===== src/rtl/usb_tx_encoder.sv =====
// USB full-speed transmit line encoder: SYNC, LSB-first serializer, NRZI, EOP.
// Define USB_TX_BITSTUFF_EN to enable bit stuffing; without it raw bits go straight to NRZI.
module usb_tx_encoder #(
    parameter int BITP_W = 8
) (
    input  logic              clk,
    input  logic              rst,
    input  logic [BITP_W-1:0] bit_period,
    input  logic [7:0]        tx_data,
    input  logic              tx_valid,
    input  logic              tx_last,
    output logic              tx_ready,
    output logic              tx_busy,
    output logic              tx_err,
    output logic              dplus_out,
    output logic              dminus_out,
    output logic              tx_oe
);

    typedef enum logic [2:0] {
        IDLE,
        SYNC,
        DATA,
        EOP_SE0,
        EOP_J
    } state_e;

    localparam logic [BITP_W-1:0] ONE = BITP_W'(1);
    localparam logic [BITP_W-1:0] TWO = BITP_W'(2);

    state_e            state_q, state_d;
    logic [BITP_W-1:0] per_q, per_d;
    logic [BITP_W-1:0] tmr_q, tmr_d;
    logic [2:0]        bit_q, bit_d;
    logic [7:0]        shift_q, shift_d;
    logic [7:0]        hold_q, hold_d;
    logic              last_q, last_d;
    logic              hold_last_q, hold_last_d;
    logic              hold_full_q, hold_full_d;
    logic              line_q, line_d;
    logic              ready_q, ready_d;
    logic              busy_q, busy_d;
    logic              err_q, err_d;
    logic              dp_q, dp_d;
    logic              dm_q, dm_d;
    logic              oe_q, oe_d;

    logic accept;
    logic strobe;
    logic need_stuff;
    logic bit_start;
    logic raw_nxt;

    assign accept = tx_valid && ready_q;
    assign strobe = (tmr_q == per_q - ONE);

`ifdef USB_TX_BITSTUFF_EN
    logic [2:0] ones_q, ones_d;
    logic       stuff_q, stuff_d;

    // ones_q counts consecutive raw ones up to and including the bit on the line
    assign need_stuff = (state_q == SYNC || state_q == DATA) &&
                        ones_q == 3'd6 && !stuff_q;

    always_comb begin
        ones_d  = ones_q;
        stuff_d = strobe ? 1'b0 : stuff_q;
        if (bit_start) begin
            stuff_d = need_stuff;
            ones_d  = raw_nxt ? ones_q + 3'd1 : 3'd0;
        end
    end

    always_ff @(posedge clk) begin
        if (rst) begin
            ones_q  <= 3'd0;
            stuff_q <= 1'b0;
        end else begin
            ones_q  <= ones_d;
            stuff_q <= stuff_d;
        end
    end
`else
    assign need_stuff = 1'b0;
`endif

    always_comb begin
        state_d     = state_q;
        per_d       = per_q;
        tmr_d       = tmr_q;
        bit_d       = bit_q;
        shift_d     = shift_q;
        last_d      = last_q;
        hold_d      = hold_q;
        hold_last_d = hold_last_q;
        hold_full_d = hold_full_q;
        line_d      = line_q;
        err_d       = 1'b0;
        bit_start   = 1'b0;
        raw_nxt     = 1'b0;

        if (state_q != IDLE) begin
            tmr_d = strobe ? '0 : tmr_q + ONE;
        end

        unique case (state_q)
            IDLE: begin
                if (accept || hold_full_q) begin
                    state_d   = SYNC;
                    per_d     = (bit_period < TWO) ? TWO : bit_period;
                    tmr_d     = '0;
                    bit_d     = 3'd0;
                    bit_start = 1'b1;
                end
            end
            SYNC, DATA: begin
                if (strobe) begin
                    if (need_stuff) begin
                        bit_start = 1'b1;
                    end else if (bit_q != 3'd7) begin
                        bit_d     = bit_q + 3'd1;
                        shift_d   = {1'b0, shift_q[7:1]};
                        bit_start = 1'b1;
                        raw_nxt   = (state_q == SYNC) ? (bit_q == 3'd6)
                                                      : shift_q[1];
                    end else if (state_q == SYNC ||
                                 (!last_q && hold_full_q)) begin
                        state_d     = DATA;
                        bit_d       = 3'd0;
                        shift_d     = hold_q;
                        last_d      = hold_last_q;
                        hold_full_d = 1'b0;
                        bit_start   = 1'b1;
                        raw_nxt     = hold_q[0];
                    end else begin
                        // a non-last byte with nothing queued behind it is an underrun
                        err_d   = !last_q;
                        state_d = EOP_SE0;
                        bit_d   = 3'd0;
                        line_d  = 1'b1;
                    end
                end
            end
            EOP_SE0: begin
                if (strobe) begin
                    if (bit_q == 3'd1) begin
                        state_d = EOP_J;
                        bit_d   = 3'd0;
                    end else begin
                        bit_d = bit_q + 3'd1;
                    end
                end
            end
            EOP_J: begin
                if (strobe) begin
                    state_d = IDLE;
                end
            end
            default: state_d = IDLE;
        endcase

        if (bit_start) begin
            line_d = raw_nxt ? line_q : !line_q;
        end

        if (accept) begin
            hold_d      = tx_data;
            hold_last_d = tx_last;
            hold_full_d = 1'b1;
        end

        dp_d    = (state_d == EOP_SE0) ? 1'b0 : line_d;
        dm_d    = (state_d == EOP_SE0) ? 1'b0 : !line_d;
        oe_d    = (state_d != IDLE);
        busy_d  = (state_d != IDLE);
        ready_d = !hold_full_d && (state_d inside {IDLE, SYNC, DATA});
    end

    always_ff @(posedge clk) begin
        if (rst) begin
            state_q     <= IDLE;
            per_q       <= TWO;
            tmr_q       <= '0;
            bit_q       <= 3'd0;
            shift_q     <= 8'h00;
            last_q      <= 1'b0;
            hold_q      <= 8'h00;
            hold_last_q <= 1'b0;
            hold_full_q <= 1'b0;
            line_q      <= 1'b1;
            ready_q     <= 1'b0;
            busy_q      <= 1'b0;
            err_q       <= 1'b0;
            dp_q        <= 1'b1;
            dm_q        <= 1'b0;
            oe_q        <= 1'b0;
        end else begin
            state_q     <= state_d;
            per_q       <= per_d;
            tmr_q       <= tmr_d;
            bit_q       <= bit_d;
            shift_q     <= shift_d;
            last_q      <= last_d;
            hold_q      <= hold_d;
            hold_last_q <= hold_last_d;
            hold_full_q <= hold_full_d;
            line_q      <= line_d;
            ready_q     <= ready_d;
            busy_q      <= busy_d;
            err_q       <= err_d;
            dp_q        <= dp_d;
            dm_q        <= dm_d;
            oe_q        <= oe_d;
        end
    end

    assign tx_ready   = ready_q;
    assign tx_busy    = busy_q;
    assign tx_err     = err_q;
    assign dplus_out  = dp_q;
    assign dminus_out = dm_q;
    assign tx_oe      = oe_q;

endmodule


===== config.mk =====
export PLATFORM = sky130hd
export DESIGN_NAME = usb_tx_encoder
export DESIGN_NICKNAME = d
export VERILOG_FILES = /design/src/rtl/usb_tx_encoder.sv
export SDC_FILE = /design/constraint.sdc
export NUM_CORES = 1
export LEC_CHECK = 0
export BUFFER_PORTS_ARGS = -buffer_cell sky130_fd_sc_hd__buf_2
export CAP_MARGIN = 20
export CORE_MARGIN = 3
export CORE_UTILIZATION = 35
export CTS_BUF_LIST = sky130_fd_sc_hd__clkbuf_16
export DETAILED_ROUTE_END_ITERATION = 8
export PLACE_DENSITY = 0.65
export SLEW_MARGIN = 25
export SYNTH_ARGS = -nofsm -noshare
export SYNTH_HDL_FRONTEND = slang
export SYNTH_SLANG_ARGS = --single-unit

===== constraint.sdc =====
create_clock -name clk -period 2.82 [get_ports clk]
set_clock_uncertainty 0.2 [all_clocks]
set_input_delay 0.282 -clock clk [delete_from_list [all_inputs] [get_ports clk]]
set_output_delay 0.282 -clock clk [all_outputs]
set_load 0.02 [all_outputs]

==> summary.md, run 1 <==
| Metric | Value |
|---|---|
| Number of synthesized flops with an enable pin | 0 |
| DRC Markers | 0 |
| Setup TNS Final | 0 ns |
| Rows | 29 |
| Via count | 2094 |
| # setup viols final | 0 |
| Fin nets | 345 |
| P_int | 1.11 mW |
| Fmax | 372 MHz |
| Root Driver | clkbuf_16 |
| Clk sinks | 46 |
| Slew @ Worst Pin | 0.744 ns |
| Die W | 88.5 um |
| Overflow after GRT | 0 |
| Average via count per standard cell | 5.27 |
| DR pass1 iterations | 4 |
| Seq/Total Area, Yosys | 38.7% |
| I/O pin count | 26 |
| Min-Delay Startpoint | bit_period[0] |
| Leak | 1.14 nW |
| Crit path required time | 2.78 ns |
| Cell Area, Synth | 2380 sq um |
| Routability Congestion | 0.872 |
| Min-Delay Endpoint | per_q[0]$_SDFFE_PP0P_ |
| Post-Syn Instances | 291 |
| DP HPWL | 3960 um |
| Vias in the first global route | 2169 |
| Total GRT Usage | 15.4% |
| Dominant cells by area after synthesis | dfxtp_1 (39%), nand2_1 (7.1%), a21oi_1 (5.5%) |
| Sw Ratio | 27.4% |
| Slew Limit Fails | 0 |
| Register bit total from synthesis | 46 |
| I/O Buffers | 25 |
| Hold WC Path Type | input pin to flip-flop |
| Worst Path Max Fanout | 6 |
| Critical path class | flip-flop to flip-flop |
| RR Startpoint | per_q[1]$_SDFFE_PP1P_ |
| Number of routed nets with antenna violations | 0 |
| Initial drt markers | 138 |
| Die Height | 88.5 um |
| Asr flop ratio synth | 0% |
| Distinct cells, synth | 55 |
| Status | finished, final reports clean |
| Sw Pwr | 418 uW |
| Clk_lat worst skew | 0.28 ns |
| Antenna violations before repair | 0 |
| Crit path capture type | flip-flop |
| Cell with the most instances after synthesis | dfxtp_1 |
| Antenna cells | 0 |
| Syn nets | 317 |
| Combinational share of power | 17.5% |
| Synth warnings | 0 |
| Share of layout cells above drive strength 1 | 18.4% |
| RSZ-0062 raised after global routing | no |
| Initial Util | 36.9% |
| Data arrival time of the critical path | 2.65 ns |
| CTS tree | built |
| Top cells by count, synth | dfxtp_1 (46), nand2_1 (45), nor2_1 (28) |
| Predominant post-synthesis flop cell | dfxtp_1 |
| Slew headroom | 50.4% |
| Min cycle time layout | 2.69 ns |
| Synth area leader | dfxtp_1 |
| R2r worst-path depth | 10 |
| Flop pwr share | 46.5% |
| Syn Area/Cell | 8.19 sq um |
| Clock group share of total power | 36.0% |
| CTS clock-pin slew for the worst setup and hold paths | 0.06 ns |
| Routed len/inst | 13.7 um |
| First-pass GRT wire length | 9580 um |
| Max VDD drop | 0.000473 V |
| RR Endpoint | line_q$_SDFF_PP1_ |
| Hold Path Stages | 2 |
| Largest net degree at the start of global routing | 42 |
| Core ar. | 6460 sq um |
| TritonCTS Buffers | 5 |
| Final hold slack | 0.00812 ns |
| Routed WL | 5430 um |
| Max cap viols | 0 |
| Startpoint type of the worst setup path | flip-flop |
| Area growth syn-to-layout | 16.1% |
| R2R setup slack | 0.13 ns |
| Endpoints failing hold | 0 |
| Pwr Density | 552 nW/um^2 |
| Final period utilization | 95.4% |
| Clk buf depth | 2 |
| H-tree depth | 2 |
| Post-synth top area share | 38.7% |
| Total Die Area | 7830 sq um |
==> stage by stage <==
stage | util (%) | instances | worst slack, ns | instance area, sq um | power, mW
2_1_floorplan | - | 291 | 0.00371 | 2380 | 0.904
3_3_place_gp | 40.5 | 389 | 0.205 | 2620 | 0.980
3_5_place_dp | 40.5 | 389 | 0.125 | 2620 | 0.985
4_1_cts | 42.6 | 397 | 0.0718 | 2750 | 1.54
5_1_grt | 42.8 | 397 | 0.0125 | 2770 | 1.61
6_report | 42.8 | 397 | 0.130 | 2770 | 1.53
==> timing repair <==
item / in CTS / in global routing
buffers inserted: 0 / 0
endpoints found under the setup margin: 0 / 15
hold buffers: 0 / 0
gates resized for setup: 0 / 6
==> worst max path at each step <==
stage                                startpoint                 to  slack, ns
after floorplan           per_q[0]$_SDFFE_PP0P_  line_q$_SDFF_PP1_      0.004
after global routing      per_q[1]$_SDFFE_PP1P_  line_q$_SDFF_PP1_       0.01
after CTS                 per_q[1]$_SDFFE_PP1P_   tx_oe$_SDFF_PP0_       0.07
after global placement    per_q[1]$_SDFFE_PP1P_   tx_oe$_SDFF_PP0_       0.21
final                     per_q[1]$_SDFFE_PP1P_  line_q$_SDFF_PP1_       0.13
after detailed placement  per_q[1]$_SDFFE_PP1P_  line_q$_SDFF_PP1_       0.12
==> critical path: stages (launching register included) <==
cell and delay [ns]:
dfxtp_2 0.36, inv_1 0.06, ha_1 0.19, buf_4 0.16, xnor2_1 0.21, nand4_1 0.13
o31ai_1 0.10, nor2b_1 0.13, or4_4 0.55, nor2b_4 0.14, or3_1 0.33
==> area by class of cell <==
type | count | area (sq um)
Timing Repair Buffer | 36 | 208
Clock buffer | 5 | 125
Sequential cell | 46 | 922
Clock inverter | 3 | 12.5
Multi-Input combinational cell | 220 | 1370
Tap cell | 77 | 96.3
Inverter | 10 | 37.5
Fill cell | 678 | 3690
==> layout by cell type, fill, tap and decap left out, types with 2 or more instances in the layout <==
cell type | netlist | layout
a211oi_1 | 2 | 2
a21oi_1 | 26 | 26
and2_1 | 2 | 2
buf_2 | 3 | 25
buf_4 | 1 | 11
clkbuf_16 | 0 | 5
dfxtp_1 | 46 | 45
ha_1 | 6 | 6
inv_1 | 10 | 11
mux2_2 | 6 | 6
mux2i_1 | 7 | 7
nand2_1 | 45 | 45
nand2b_1 | 3 | 3
nand3_1 | 10 | 10
nand4_1 | 3 | 3
nor2_1 | 28 | 28
nor2b_1 | 4 | 4
nor3_1 | 11 | 11
nor4_1 | 3 | 3
o2111ai_1 | 3 | 3
o211ai_1 | 2 | 2
o21a_1 | 2 | 2
o21ai_0 | 8 | 7
o21ai_1 | 2 | 2
o21bai_1 | 2 | 2
o31a_1 | 2 | 2
o31ai_1 | 3 | 3
xnor2_1 | 4 | 4
xor2_1 | 12 | 12
==> metal layers <==
layer / global-route usage (%) / wire length [um] / up-vias
li1: - / - / 1072
met1: 20.4 / 2680 / 962
met2: 25.3 / 2390 / 56
met3: 3.82 / 320 / 4
met4: 3.98 / 42 / 0
met5: 0 / 0 / -
==> state kept, by name (all words and copies together) (netlist names), 3 cells and up <==
signal and flops:
hold_q 8, bit_q 3, state_q 3, per_q 8, tmr_q 8, shift_q 7
==> cell families (layout without fill, tap and decap cells) <==
kind of cell | after synthesis | after routing | share of synthesized area (%)
and+or+nand+nor | 123 | 123 | 25.1
adders and majority gates | 6 | 6 | 3.15
buffers and inverters | 25 | 54 | 4.57
muxes | 13 | 13 | 5.78
xor gates and xnor gates | 16 | 16 | 5.88
DFF | 46 | 46 | 38.7
AOI/OAI and AO/OA | 62 | 62 | 16.9
==> power by group through the flow <==
stage | Sequential, mW | Clock (mW) | Combinational [mW]
6_report | 0.711 | 0.549 | 0.267
5_1_grt | 0.716 | 0.596 | 0.300
4_1_cts | 0.711 | 0.562 | 0.263
3_5_place_dp | 0.725 | 0 | 0.260
3_3_place_gp | 0.725 | 0 | 0.255
2_1_floorplan | 0.729 | 0 | 0.176
No activity file was read; power rests on OpenSTA's default activity.
==> run 2: changes to the inputs <==
CTS_BUF_LIST = unset   (was sky130_fd_sc_hd__clkbuf_16)
==> run 2 against run 1 <==
Effect of this change: clock power decreased by 26%; maximum frequency increased by 1.7%; largest cell class unchanged; global-route usage decreased by 0.25 points; largest power group unchanged; cell count increased by 0.25%.
==> summary.md, run 2 (synthesis results as in run 1) <==
| Metric | Value |
|---|---|
| Cells after DPL | 389 (unchanged) |
| DRC Markers | 0 (unchanged) |
| Antenna violations before repair | 0 (unchanged) |
| Largest net degree at the start of global routing | 42 (unchanged) |
| Via count | 2084 (was 2094) |
| Initial Util | 36.9% (unchanged) |
| Startpoint type of the worst setup path | flip-flop (unchanged) |
| Pre-CTS worst setup slack | 0.125 ns (unchanged) |
| Die Height | 88.5 um (unchanged) |
| Total Die Area | 7830 sq um (unchanged) |
| Area growth syn-to-layout | 14.6% (was 16.1%) |
| Top flop regs | hold_q x8, per_q x8, tmr_q x8 (unchanged) |
| Register area | 922 sq um (unchanged) |
| Antenna cells | 0 (unchanged) |
| Setup TNS Final | 0 ns (unchanged) |
| Hold Path Stages | 3 (was 2) |
| Endpoints failing hold | 0 (unchanged) |
| Rows | 29 (unchanged) |
| Root Driver | clkbuf_8 (was clkbuf_16) |
| Crit path capture type | flip-flop (unchanged) |
| Slowest stage delay, CP | 0.55 ns (about the same) |
| Final WS setup | 0.174 ns (was 0.130 ns) |
| Clk sinks | 46 (unchanged) |
| Hold WC Path Type | input pin to flip-flop (unchanged) |
| Final period utilization | 93.8% (was 95.4%) |
| Critical path depth | 9 (was 10) |
| Average via count per standard cell | 5.24 (was 5.27) |
| RSZ-0062 raised after global routing | no (unchanged) |
| CTS tree | built (unchanged) |
| Number of routed nets with antenna violations | 0 (unchanged) |
| I/O pin count | 26 (unchanged) |
| Min cycle time layout | 2.65 ns (was 2.69 ns) |
| DR pass1 iterations | 4 (unchanged) |
| CTS clock-pin slew for the worst setup and hold paths | 0.09 ns (was 0.06 ns) |
| First-pass GRT wire length | 9500 um (was 9580 um) |
| Slew headroom | 49.0% (was 50.4%) |
| Leak | 1.12 nW (was 1.14 nW) |
| Top delay family on crit path | simple AND/OR/NAND/NOR gates (unchanged) |
| Status | finished, final reports clean (unchanged) |
| Clk buf depth | 2 (unchanged) |
| Worst Path Max Fanout | 4 (was 6) |
| Fin nets | 346 (was 345) |
| DP HPWL | 3960 um (unchanged) |
| Max cap viols | 0 (unchanged) |
| Initial drt markers | 124 (was 138) |
| Worst Path Buf+Inv | 1 (was 2) |
| Fmax | 378 MHz (was 372 MHz) |
| Critical path class | flip-flop to flip-flop (unchanged) |
| Commonest cells after routing, fill and taps aside | nand2_1 (45), dfxtp_1 (45), nor2_1 (28) (unchanged) |
| Vias in the first global route | 2166 (was 2169) |
| Max VDD drop | 0.000395 V (was 0.000473 V) |
| Routability Congestion | 0.872 (unchanged) |
| Core ar. | 6460 sq um (unchanged) |
| R2r worst-path depth | 9 (was 10) |
| Total GRT Usage | 15.2% (was 15.4%) |
| Post-CTS setup buffers | 0 (unchanged) |
| Fin area | 2730 sq um (was 2770 sq um) |
| # setup viols final | 0 (unchanged) |
| Fillers | 681 (was 678) |
| Dpl cell area | 2620 sq um (unchanged) |
| Most frequent CP cell | o21bai_1 |
| Clk_lat worst skew | 0.30 ns (was 0.28 ns) |
| I/O Buffers | 25 (unchanged) |
| Multi-input logic area | 1370 sq um (unchanged) |
| Share of layout cells above drive strength 1 | 18.7% (was 18.4%) |
| Pwr Density | 508 nW/um^2 (was 552 nW/um^2) |
| Data arrival time of the critical path | 2.62 ns (was 2.65 ns) |
| Crit path required time | 2.80 ns (was 2.78 ns) |
| Routed WL | 5350 um (was 5430 um) |
| Slew @ Worst Pin | 0.764 ns (was 0.744 ns) |
| Overflow after GRT | 0 (unchanged) |
| Post-Layout Cell Count | 398 (was 397) |
| CP max-delay cell | or4_4 (unchanged) |
| Slew Limit Fails | 0 (unchanged) |
| Routed len/inst | 13.4 um (was 13.7 um) |
| H-tree depth | 2 (unchanged) |
| Die W | 88.5 um (unchanged) |
| TritonCTS Buffers | 5 (unchanged) |
| Worst-path cell chain | inv_1 > ha_1 > o21bai_1 > a211oi_1 > o21bai_1 > nor2b_1 > or4_4 > nor2b_4 > or3_1 (was inv_1 > ha_1 > buf_4 > xnor2_1 > nand4_1 > o31ai_1 > nor2b_1 > or4_4 > nor2b_4 > or3_1) |
==> run 2: changes by cell type in the layout (fill, tap and decap cells not counted) <==
cell	change
clkbuf_16	-5
clkinv_1	-1
inv_1	-1
clkbuf_8	+6
dlygate4sd3_1	+1
clkbuf_1	+1
==> run 2: metal layers <==
layer  global-route usage, %  up-vias  wire (um)
met3                    3.35        6        231
met2                    24.9       42       2310
met5                       0        -          0
li1                        -     1075          -
met1                    20.1      961       2760
met4                    4.40        0         53
==> run 2: repair_timing <==
action	4_1_cts	5_1_grt
resized for setup	0	6
setup endpoints to repair	0	16
endpoints found under the hold margin	1	0
hold buffers	1	0
==> run 2: worst reg2reg max path, cell delays in order (launching register included) <==
cell and delay, ns:
dfxtp_2 0.37, inv_1 0.06, ha_1 0.19, o21bai_1 0.16
a211oi_1 0.23, o21bai_1 0.10, nor2b_1 0.18, or4_4 0.55
nor2b_4 0.14, or3_1 0.33
==> run 2: final timing paths <==
| kind | from | end | slack [ns] |
|---|---|---|---|
| max reg2reg | per_q[1]$_SDFFE_PP1P_ | line_q$_SDFF_PP1_ | 0.17 |
| max | per_q[1]$_SDFFE_PP1P_ | line_q$_SDFF_PP1_ | 0.17 |
| min reg2reg | hold_q[3]$_SDFFE_PP0P_ | hold_q[3]$_SDFFE_PP0P_ | 0.25 |
| min | tx_data[3] | hold_q[3]$_SDFFE_PP0P_ | 0.02 |
==> run 2: power breakdown <==
part	total [mW]	internal (mW)	leakage, nW	switching, mW
Clock	0.409	0.198	0.0482	0.211
Combinational	0.268	0.108	0.702	0.161
Sequential	0.710	0.681	0.374	0.0288
Total	1.39	0.987	1.12	0.400
==> run 2: stage by stage <==
step                power, mW  utilization [%]  hold WS, ns
detailed placement      0.985             40.5        0.244
floorplan               0.904                -        0.186
CTS                      1.39             42.1       0.0124
global placement        0.980             40.5        0.241
global route             1.47             42.3       0.0282
finish                   1.39             42.3       0.0219
==> run 2: final cells by class <==
type / count / area share, %
multi-input cells: 220 / 50.0
repair buffers: 37 / 7.97
flip-flops and latches: 46 / 33.8
clock buffers: 7 / 3.16
well taps: 77 / 3.53
clock inverters: 1 / 0.183
inverters: 10 / 1.37
==> run 3: changes to the inputs <==
ABC_AREA = 1   (was unset)
ABC_CLOCK_PERIOD_IN_PS = 2820   (was unset)
SETUP_SLACK_MARGIN = 0.02   (was unset)
==> run 3 against run 2 <==
Effect of this change: core utilization fell by 0.20 points; combinational power increased by 2%; critical path type unchanged; hold slack got worse by 0.0027 ns; cell count rose by 13%.
==> summary.md, run 3 <==
| Metric | Value |
|---|---|
| TritonCTS Buffers | 5 (unchanged) |
| I/O Buffers | 25 (unchanged) |
| Synth area leader | dfxtp_1 (unchanged) |
| Antenna cells | 0 (unchanged) |
| Slew @ Worst Pin | 0.648 ns (was 0.764 ns) |
| Endpoints failing hold | 0 (unchanged) |
| Met1 Usage GRT | 17.5% (was 20.1%) |
| Clk_lat worst skew | 0.30 ns (about the same) |
| Min cycle time layout | 2.47 ns (was 2.65 ns) |
| Die Height | 88.9 um (was 88.5 um) |
| Data arrival time of the critical path | 2.44 ns (was 2.62 ns) |
| Die W | 88.9 um (was 88.5 um) |
| H-tree depth | 2 (unchanged) |
| Fmax | 404 MHz (was 378 MHz) |
| Met2 Usage GRT | 25.0% (was 24.9%) |
| Top cells by count, synth | nand2_1 (74), nor2_1 (49), dfxtp_1 (46) (was dfxtp_1 (46), nand2_1 (45), nor2_1 (28)) |
| # setup viols final | 0 (unchanged) |
| DR pass1 iterations | 4 (unchanged) |
| DP HPWL | 4070 um (was 3960 um) |
| Post-Syn Instances | 340 (was 291) |
| Global routing's busiest layer | met2 (unchanged) |
| Vias in the first global route | 2059 (was 2166) |
| Antenna violations before repair | 0 (unchanged) |
| Area growth syn-to-layout | 13.6% (was 14.6%) |
| Average via count per standard cell | 4.88 (was 5.24) |
| Synth warnings | 0 (unchanged) |
| Slew Limit Fails | 0 (unchanged) |
| Initial drt markers | 76 (was 124) |
| Largest net degree at the start of global routing | 25 (was 42) |
| Register bit total from synthesis | 46 (unchanged) |
| Post-synth top area share | 38.3% (was 38.7%) |
| Pwr Density | 526 nW/um^2 (was 508 nW/um^2) |
| Predominant post-synthesis flop cell | dfxtp_1 (unchanged) |
| Syn nets | 366 (was 317) |
| Status | finished, final reports clean (unchanged) |
| Fillers | 687 (was 681) |
| Routability Congestion | 0.887 (was 0.872) |
| Slowest stage delay, CP | 0.37 ns (was 0.55 ns) |
| Critical path class | flip-flop to flip-flop (unchanged) |
| Cell with the most instances after synthesis | nand2_1 (was dfxtp_1) |
| Syn Area/Cell | 7.08 sq um (was 8.19 sq um) |
| Hold Path Stages | 3 (unchanged) |
| Met3 Usage GRT | 3.59% (was 3.35%) |
| Most frequent CP cell | nand2_1 (was o21bai_1) |
| Startpoint type of the worst setup path | flip-flop (unchanged) |
| RSZ-0062 raised after global routing | no (unchanged) |
| Power Total | 1.44 mW (was 1.39 mW) |
| First-pass GRT wire length | 8910 um (was 9500 um) |
| Cell Area, Synth | 2410 sq um (was 2380 sq um) |
| Top flop regs | hold_q x8, per_q x8, tmr_q x8 (unchanged) |
| Commonest cells after routing, fill and taps aside | nand2_1 (74), nor2_1 (49), dfxtp_1 (46) (was nand2_1 (45), dfxtp_1 (45), nor2_1 (28)) |
| Routed WL | 5290 um (was 5350 um) |
| Crit path required time | 2.79 ns (was 2.80 ns) |
| Leak | 1.20 nW (was 1.12 nW) |
| CTS clock-pin slew for the worst setup and hold paths | 0.09 ns (about the same) |
| Setup TNS Final | 0 ns (unchanged) |
| I/O pin count | 26 (unchanged) |
| Asr flop ratio synth | 0% (unchanged) |
| Fin nets | 397 (was 346) |
| DRC Markers | 0 (unchanged) |
| Commonest non-fill, non-tap cell in the layout | nand2_1 |
| Max cap viols | 0 (unchanged) |
| Total Die Area | 7900 sq um (was 7830 sq um) |
| Root Driver | clkbuf_8 (unchanged) |
| Hold WC Path Type | input pin to flip-flop (unchanged) |
| Initial Util | 37.0% (was 36.9%) |
| Min-Delay Startpoint | bit_period[2] (was tx_data[3]) |
| R2R setup slack | 0.35 ns (was 0.17 ns) |
| Number of routed nets with antenna violations | 0 (unchanged) |
| Rows | 29 (unchanged) |
| Number of synthesized flops with an enable pin | 0 (unchanged) |
| Via count | 2192 (was 2084) |
| Share of layout cells above drive strength 1 | 15.6% (was 18.7%) |
| Dominant cells by area after synthesis | dfxtp_1 (38%), nand2_1 (12%), nor2_1 (7.6%) (was dfxtp_1 (39%), nand2_1 (7.1%), a21oi_1 (5.5%)) |
| RR Endpoint | dplus_out$_SDFF_PP1_ (was line_q$_SDFF_PP1_) |
| Core ar. | 6490 sq um (was 6460 sq um) |
| Routed len/inst | 11.8 um (was 13.4 um) |
| Clk buf depth | 2 (unchanged) |
| Total GRT Usage | 14.3% (was 15.2%) |
| Distinct cells, synth | 37 (was 55) |
| Worst Path Max Fanout | 14 (was 4) |
| Min-Delay Endpoint | per_q[2]$_SDFFE_PP0P_ (was hold_q[3]$_SDFFE_PP0P_) |
| Clk sinks | 46 (unchanged) |
| CTS tree | built (unchanged) |
| Seq/Total Area, Yosys | 38.3% (was 38.7%) |
| Crit path capture type | flip-flop (unchanged) |
| Final period utilization | 87.7% (was 93.8%) |
| Overflow after GRT | 0 (unchanged) |
| Max VDD drop | 0.000244 V (was 0.000395 V) |
| RR Startpoint | per_q[0]$_SDFFE_PP0P_ (was per_q[1]$_SDFFE_PP1P_) |
| CP max-delay cell | dfxtp_1 (was or4_4) |
| R2r worst-path depth | 15 (was 9) |
| Slew headroom | 56.8% (was 49.0%) |
| Worst-path cell chain | inv_2 > ha_1 > xnor2_1 > nor2_1 > nand2_1 > nor2_2 > nand2_2 > nor2_8 > nand3_4 > nor2_8 > nor2_1 > nand3_1 > nand2_1 > nand2_1 > nand2_1 (was inv_1 > ha_1 > o21bai_1 > a211oi_1 > o21bai_1 > nor2b_1 > or4_4 > nor2b_4 > or3_1) |
run 3: cell types whose count changed after synthesis, moves of 5 or more:
cell	before	now
a21oi_1	26	9
clkbuf_1	9	3
inv_1	10	39
mux2_2	6	0
mux2i_1	7	0
nand2_1	45	74
nand3_1	10	23
nor2_1	28	49
nor3_1	11	3
o21ai_0	8	28
xor2_1	12	7
run 3: area by class of cell:
class / count / area, sq um / area share [%]
Multi-Input combinational cell: 244 / 1280 / 46.7
Sequential cell: 46 / 921 / 33.7
Timing Repair Buffer: 31 / 173 / 6.32
Clock inverter: 1 / 8.76 / 0.321
Inverter: 43 / 161 / 5.91
Clock buffer: 7 / 96.3 / 3.53
Tap cell: 77 / 96.3 / 3.53
run 3: worst max-delay path by stage:
stage | start | endpoint | depth (start not counted)
floorplan | per_q[0]$_SDFFE_PP0P_ | dplus_out$_SDFF_PP1_ | 15
global placement | per_q[0]$_SDFFE_PP0P_ | dplus_out$_SDFF_PP1_ | 15
detailed placement | per_q[0]$_SDFFE_PP0P_ | dplus_out$_SDFF_PP1_ | 15
CTS | per_q[0]$_SDFFE_PP0P_ | dplus_out$_SDFF_PP1_ | 15
global route | per_q[0]$_SDFFE_PP0P_ | dplus_out$_SDFF_PP1_ | 15
finish | per_q[0]$_SDFFE_PP0P_ | dplus_out$_SDFF_PP1_ | 15
run 3: per-layer routing:
layer / vias up / wire, um
li1: 1158 / -
met1: 992 / 2500
met2: 36 / 2530
met3: 6 / 201
met4: 0 / 55
met5: - / 0
run 3: logic make-up after synthesis:
logic type	after synthesis	synth area share, %
compound gates	56	13.6
xor+xnor	8	2.91
fa+ha+maj	6	3.12
buf+inv	50	8.68
flops	46	38.3
simple gates	174	33.4
run 3: metrics by stage:
stage                     utilization (%)  worst slack, ns  hold WS, ns  cell area (sq um)  cells
after CTS                            42.1            0.337      0.00641               2730    449
after floorplan                         -            0.683        0.195               2410    340
after global placement               40.3            0.485        0.265               2620    440
after global routing                 42.1            0.132       0.0139               2730    449
after detailed placement             40.3            0.414        0.270               2620    440
final                                42.1            0.346       0.0192               2730    449
run 3: repair_timing:
action,in CTS,in global routing
resized for setup,0,0
setup buffers,0,0
endpoints found under the hold margin,1,0
hold buffers,1,0
run 3: where the power goes:
| part | leakage, nW | internal (mW) | total, mW | switching, mW |
|---|---|---|---|---|
| Combinational | 0.769 | 0.0946 | 0.274 | 0.179 |
| Sequential | 0.375 | 0.688 | 0.715 | 0.0274 |
| Clock | 0.0544 | 0.225 | 0.449 | 0.224 |
run 3: worst max-delay path: cells and delay by family (launching register included):
| family | cells | cell delay, ns |
|---|---|---|
| buffers and inverters | 1 | 0.08 |
| adder cells (fa/ha/maj) | 1 | 0.32 |
| XOR/XNOR | 1 | 0.14 |
| flip-flops | 1 | 0.37 |
| AND/OR/NAND/NOR | 12 | 1.23 |
